==> config.mk <==
export PLATFORM = sky130hd
export DESIGN_NAME = axi4_lite_reg_slave
export DESIGN_NICKNAME = d
export VERILOG_FILES = /design/src/rtl/axi4_lite_reg_slave.sv
export SDC_FILE = /design/constraint.sdc
export NUM_CORES = 2
export LEC_CHECK = 0
export ABC_AREA = 0
export CAP_MARGIN = 20
export CORE_AREA = 2 2 456 458
export CTS_BUF_LIST = sky130_fd_sc_hd__clkbuf_4
export CTS_CLUSTER_DIAMETER = 50
export DETAILED_ROUTE_END_ITERATION = 10
export DIE_AREA = 0 0 458 460
export PLACE_DENSITY = 0.56
export SYNTH_ARGS = -nofsm -noshare
export SYNTH_HDL_FRONTEND = slang
export SYNTH_SLANG_ARGS = --single-unit
==> constraint.sdc <==
create_clock -name ACLK -period 2.62 [get_ports ACLK]
set_input_delay 0.262 -clock ACLK [delete_from_list [all_inputs] [get_ports ACLK]]
set_output_delay 0.262 -clock ACLK [all_outputs]
set_load 0.005 [all_outputs]
==> src/rtl/axi4_lite_reg_slave.sv <==
// AXI4-Lite slave fronting a flat byte-addressable register bank.
// Independent write (AW/W collect -> B) and read (AR -> R) state machines.
module axi4_lite_reg_slave #(
  parameter int ADDR_WIDTH = 32,
  parameter int DATA_WIDTH = 32,
  parameter int NUM_REGS   = 32,
  parameter logic [ADDR_WIDTH-1:0] BASE_ADDR = '0
) (
  input  logic                           ACLK,
  input  logic                           ARESETN,
  input  logic [ADDR_WIDTH-1:0]          S_AWADDR,
  input  logic                           S_AWVALID,
  output logic                           S_AWREADY,
  input  logic [DATA_WIDTH-1:0]          S_WDATA,
  input  logic [DATA_WIDTH/8-1:0]        S_WSTRB,
  input  logic                           S_WVALID,
  output logic                           S_WREADY,
  output logic [1:0]                     S_BRESP,
  output logic                           S_BVALID,
  input  logic                           S_BREADY,
  input  logic [ADDR_WIDTH-1:0]          S_ARADDR,
  input  logic                           S_ARVALID,
  output logic                           S_ARREADY,
  output logic [DATA_WIDTH-1:0]          S_RDATA,
  output logic [1:0]                     S_RRESP,
  output logic                           S_RVALID,
  input  logic                           S_RREADY,
  output logic [NUM_REGS*DATA_WIDTH-1:0] regs_flat
);

  localparam int STRB_W = DATA_WIDTH / 8;
  localparam int LSB    = $clog2(STRB_W);
  localparam int IDX_W  = (NUM_REGS > 1) ? $clog2(NUM_REGS) : 1;
  localparam logic [1:0] RESP_OKAY   = 2'b00;
  localparam logic [1:0] RESP_SLVERR = 2'b10;

  typedef enum logic {W_COLLECT, W_RESP} wstate_t;
  typedef enum logic {R_IDLE, R_DATA} rstate_t;

  wstate_t wstate;
  rstate_t rstate;

  logic [DATA_WIDTH-1:0] regs [NUM_REGS];

  logic                  aw_held, w_held;
  logic [ADDR_WIDTH-1:0] aw_addr_q;
  logic [DATA_WIDTH-1:0] w_data_q;
  logic [STRB_W-1:0]     w_strb_q;
  logic [1:0]            bresp_q, rresp_q;
  logic [DATA_WIDTH-1:0] rdata_q;

  function automatic logic in_range(input logic [ADDR_WIDTH-1:0] a);
    logic [ADDR_WIDTH-1:0] off;
    off = a - BASE_ADDR;
    return (a >= BASE_ADDR) && ((off >> LSB) < ADDR_WIDTH'(NUM_REGS));
  endfunction

  function automatic logic [IDX_W-1:0] reg_index(input logic [ADDR_WIDTH-1:0] a);
    logic [ADDR_WIDTH-1:0] off;
    off = a - BASE_ADDR;
    return off[LSB +: IDX_W];
  endfunction

  assign S_AWREADY = ARESETN && (wstate == W_COLLECT) && !aw_held;
  assign S_WREADY  = ARESETN && (wstate == W_COLLECT) && !w_held;
  assign S_ARREADY = ARESETN && (rstate == R_IDLE);
  assign S_BVALID  = (wstate == W_RESP);
  assign S_BRESP   = bresp_q;
  assign S_RVALID  = (rstate == R_DATA);
  assign S_RDATA   = rdata_q;
  assign S_RRESP   = rresp_q;

  logic                  aw_fire, w_fire, ar_fire, commit;
  logic [ADDR_WIDTH-1:0] wr_addr;
  logic [DATA_WIDTH-1:0] wr_data;
  logic [STRB_W-1:0]     wr_strb;

  assign aw_fire = S_AWVALID && S_AWREADY;
  assign w_fire  = S_WVALID && S_WREADY;
  assign ar_fire = S_ARVALID && S_ARREADY;
  // Commit when the later of the two handshakes lands (or both together).
  assign commit  = (wstate == W_COLLECT) && (aw_held || aw_fire) && (w_held || w_fire);
  assign wr_addr = aw_held ? aw_addr_q : S_AWADDR;
  assign wr_data = w_held ? w_data_q : S_WDATA;
  assign wr_strb = w_held ? w_strb_q : S_WSTRB;

  always_ff @(posedge ACLK) begin
    if (!ARESETN) begin
      wstate    <= W_COLLECT;
      aw_held   <= 1'b0;
      w_held    <= 1'b0;
      aw_addr_q <= '0;
      w_data_q  <= '0;
      w_strb_q  <= '0;
      bresp_q   <= RESP_OKAY;
      for (int i = 0; i < NUM_REGS; i++) regs[i] <= '0;
    end else begin
      case (wstate)
        W_COLLECT: begin
          if (aw_fire) begin
            aw_held   <= 1'b1;
            aw_addr_q <= S_AWADDR;
          end
          if (w_fire) begin
            w_held   <= 1'b1;
            w_data_q <= S_WDATA;
            w_strb_q <= S_WSTRB;
          end
          if (commit) begin
            aw_held <= 1'b0;
            w_held  <= 1'b0;
            wstate  <= W_RESP;
            if (in_range(wr_addr)) begin
              bresp_q <= RESP_OKAY;
              for (int b = 0; b < STRB_W; b++)
                if (wr_strb[b]) regs[reg_index(wr_addr)][b*8 +: 8] <= wr_data[b*8 +: 8];
            end else begin
              bresp_q <= RESP_SLVERR;
            end
          end
        end
        W_RESP: if (S_BREADY) wstate <= W_COLLECT;
        default: wstate <= W_COLLECT;
      endcase
    end
  end

  // Register bank is read with pre-edge values, so a same-edge commit is not visible.
  always_ff @(posedge ACLK) begin
    if (!ARESETN) begin
      rstate  <= R_IDLE;
      rdata_q <= '0;
      rresp_q <= RESP_OKAY;
    end else begin
      case (rstate)
        R_IDLE: if (ar_fire) begin
          rstate <= R_DATA;
          if (in_range(S_ARADDR)) begin
            rdata_q <= regs[reg_index(S_ARADDR)];
            rresp_q <= RESP_OKAY;
          end else begin
            rdata_q <= '0;
            rresp_q <= RESP_SLVERR;
          end
        end
        R_DATA: if (S_RREADY) rstate <= R_IDLE;
        default: rstate <= R_IDLE;
      endcase
    end
  end

  for (genvar i = 0; i < NUM_REGS; i++) begin : g_flat
    assign regs_flat[i*DATA_WIDTH +: DATA_WIDTH] = regs[i];
  end

endmodule

==> results_dict.tcl <==
set metrics [dict create \
    status "finished with violations" \
    violations "setup timing" \
    cts_buffers 326 \
    root_buffer "clkbuf_4" \
    skew_ps 205.2 \
    p_comb_share_pct 12.7 \
    dieArea_um2 210700 \
    ys_ff_latch 1128 \
    fmax_mhz 374.4 \
    maxCapViolations 0 \
    start_util_pct 24.38 \
    drive_gt1_share_pct 28.11 \
    finalNetCount 5948 \
    vias_per_cell 5.106 \
    layout_common_cells "edfxtp_1, nor2_1, dlygate4sd2_1" \
    grt_pass1_vias 43812 \
    wl_per_cell_um 35.54 \
    grtUsageTotal_pct 28.63 \
    cts_buffer_depth 4 \
    design_area_um2 75130 \
    postSynth.asyncResetShare_pct 0 \
    drc 0 \
    rsz0062_at_grt "true" \
    cp_max_fo 24 \
    place_area_um2 68750 \
    hold_depth 4 \
    hold_path_end "aw_addr_q[26]" \
    layout_setup_ws_ps -50.59 \
    place_ws_ps -434.0 \
    io-pin-count 1172 \
    wl_um 312500 \
    die_h_um 460 \
    place_congestion 0.9734 \
    fp.dieW_um 458 \
    p_int_w 0.03067 \
    hold_viol 0 \
    ys_seq_area_share_pct 65.37 \
    grt_pass1_wl_um 403400 \
    cellLeakagePower_nw 29.18 \
    power_density_nw_per_um2 564.0 \
    drt_iter0_markers 5193 \
    firstDrtPassIters 6 \
    clock-sinks 1128 \
    grt_overflow_total 0 \
    ff2ff_setup_slack_ps -50 \
    tns_ps -751.1 \
    tightest_slew_ps 1068 \
    mostFrequentLayoutCell "edfxtp_1" \
    core_area_um2 206000 \
    portBuffers 1165 \
    synth_edf_count 1024 \
    hpwl_um 248600 \
    clockPowerShare_pct 38.1 \
    h-tree-depth 5 \
    drtAntennaViolNets 0 \
    p_seq_share_pct 49.2 \
    grt_max_degree 99 \
    path_class "flop to flop" \
    p_sw_share_pct 27.62 \
    hold_path.class "primary input to flop" \
    min_period_ps 2671 \
    vdd_ir_drop_max_v 0.0003510 \
    fin_crit_sh_pct 101.9 \
    cp.required_ps 3680 \
    rows 167 \
    clkTransAtPathRegs_ps 60 \
    finalMaxSlewViolations 0 \
    clock_latency_ps 1460 \
    netlist_instances 3722 \
    vias 44898 \
    r2r-end "regs[0][3]" \
    cts_tree "built" \
    crit_path_start_kind "flop" \
    syn_area_per_cell_um2 13.49 \
    antenna_found_initial 71 \
    cp.arrival_ps 3730 \
    crit-reg2reg-launch "aw_addr_q[9]" \
    slew_headroom_pct 28.80 \
    synth_cell_types 43 \
    syn_area_um2 50220 \
    setup_violations 40 \
    worstRegToRegCells 8 \
    yosys_most_used_dff "edfxtp_1" \
    areaGrowthSynthToFinish_pct 49.61 \
    end_kind "flop" \
    ys_warn_count 0 \
    switchingPower_w 0.01170 \
    worstHoldStart "S_AWADDR[26]" \
]
## Yosys cell counts (7+ instances only)
library cell,n,share of area [%]
nand2b_1,37,0.46
mux4_2,256,11
buf_4,8,0.12
inv_1,7,0.052
a21boi_0,66,0.99
edfxtp_1,1024,61
nand4_4,8,0.34
mux2_2,61,1.4
mux2i_1,43,0.86
nor4_1,33,0.41
nor2_1,872,6.5
nor3_1,152,1.5
buf_1,25,0.19
o211ai_1,31,0.46
nand3_1,50,0.50
buf_6,60,1.3
dfxtp_1,104,4.1
a21oi_1,57,0.57
clkbuf_1,129,0.96
buf_2,84,0.84
o21ai_0,152,1.5
and3_1,15,0.19
nand2_1,375,2.8
o22ai_1,32,0.40
and2_1,7,0.087
## per-layer routing
metal  track usage (%)  up-vias  part of all wire [%]
met5                 0        -                 0.092
met4             13.15       42                   4.9
met3             11.21      516                    12
met2             44.84     3264                    45
met1             34.59    22853                    38
li1                  -    18223                     -
## worst max path at each step
stage	from	endpoint	slack (ps)	depth (start not counted)
floorplan	aw_held	regs[19][0]	60	8
global placement	S_AWADDR[25]	regs[31][21]	-540	9
detailed placement	S_AWADDR[25]	regs[18][13]	-430	10
CTS	aw_held	S_AWREADY	-260	3
global route	aw_addr_q[9]	regs[16][31]	-40	8
finish	aw_addr_q[9]	regs[0][3]	-50	8
## repair_timing
item / CTS / global route
hold buffers: 212 / 0
setup endpoints to repair: 1322 / 677
cloned: 0 / 3
pin swaps: 1 / 3
hold endpoints to repair: 1333 / 0
buffers inserted: 179 / 4
gates resized for setup: 1508 / 57
## through the flow
stage	std cells	utilization [%]	power [W]	hold slack, ps
global placement	7819	33.37	0.02649	445.3
detailed placement	7819	33.37	0.02652	452.3
CTS	8751	36.33	0.04261	4.986
global route	8772	36.44	0.04379	54.75
finish	8794	36.47	0.04237	191.1
floorplan	3723	-	0.02262	399.8
## sequential cells by signal (all words and copies together) (netlist names)
name       count
regs        1024
S_RDATA       32
w_data_q      32
aw_addr_q     30
w_strb_q       4
S_BRESP        1
S_BVALID       1
S_RRESP        1
S_RVALID       1
aw_held        1
w_held         1
## power groups by stage
stage               clock, W  combinational [W]  sequential, W
floorplan                  0            0.00179         0.0208
global placement           0            0.00526         0.0212
detailed placement         0            0.00530         0.0212
CTS                   0.0164            0.00539         0.0208
global route          0.0173            0.00563         0.0208
finish                0.0162            0.00538         0.0208
## worst max-delay path, cell delays in order (launching register included)
cell and delay (ps):
dfxtp_1 330, nor4_2 310, nand4_1 160, o22ai_2 270, buf_12 180, nand4_1 190
clkbuf_16 260, o21ai_2 250, buf_4 180
## cell families (layout without fill, tap and decap cells)
| group | Yosys count | count (layout) | synth area share (%) |
|---|---|---|---|
| multiplexers | 361 | 361 | 13.73 |
| other | 1 | 38 | 0.007467 |
| AND/OR/NAND/NOR | 1569 | 1569 | 13.16 |
| AO/OA/AOI/OAI | 350 | 350 | 4.220 |
| flip-flops | 1128 | 1128 | 65.37 |
| buffers and inverters | 313 | 2644 | 3.505 |
## layout make-up
class | count | area [um^2]
clock inverters | 90 | 445.4
clock buffers | 451 | 3386
flip-flops and latches | 1128 | 32840
repair buffers | 2096 | 19150
fillers | 20450 | 130900
multi-input cells | 2282 | 15810
inverters | 7 | 26.28
well taps | 2704 | 3383
diodes | 36 | 90.09
Power figures use the tool's default switching activity.
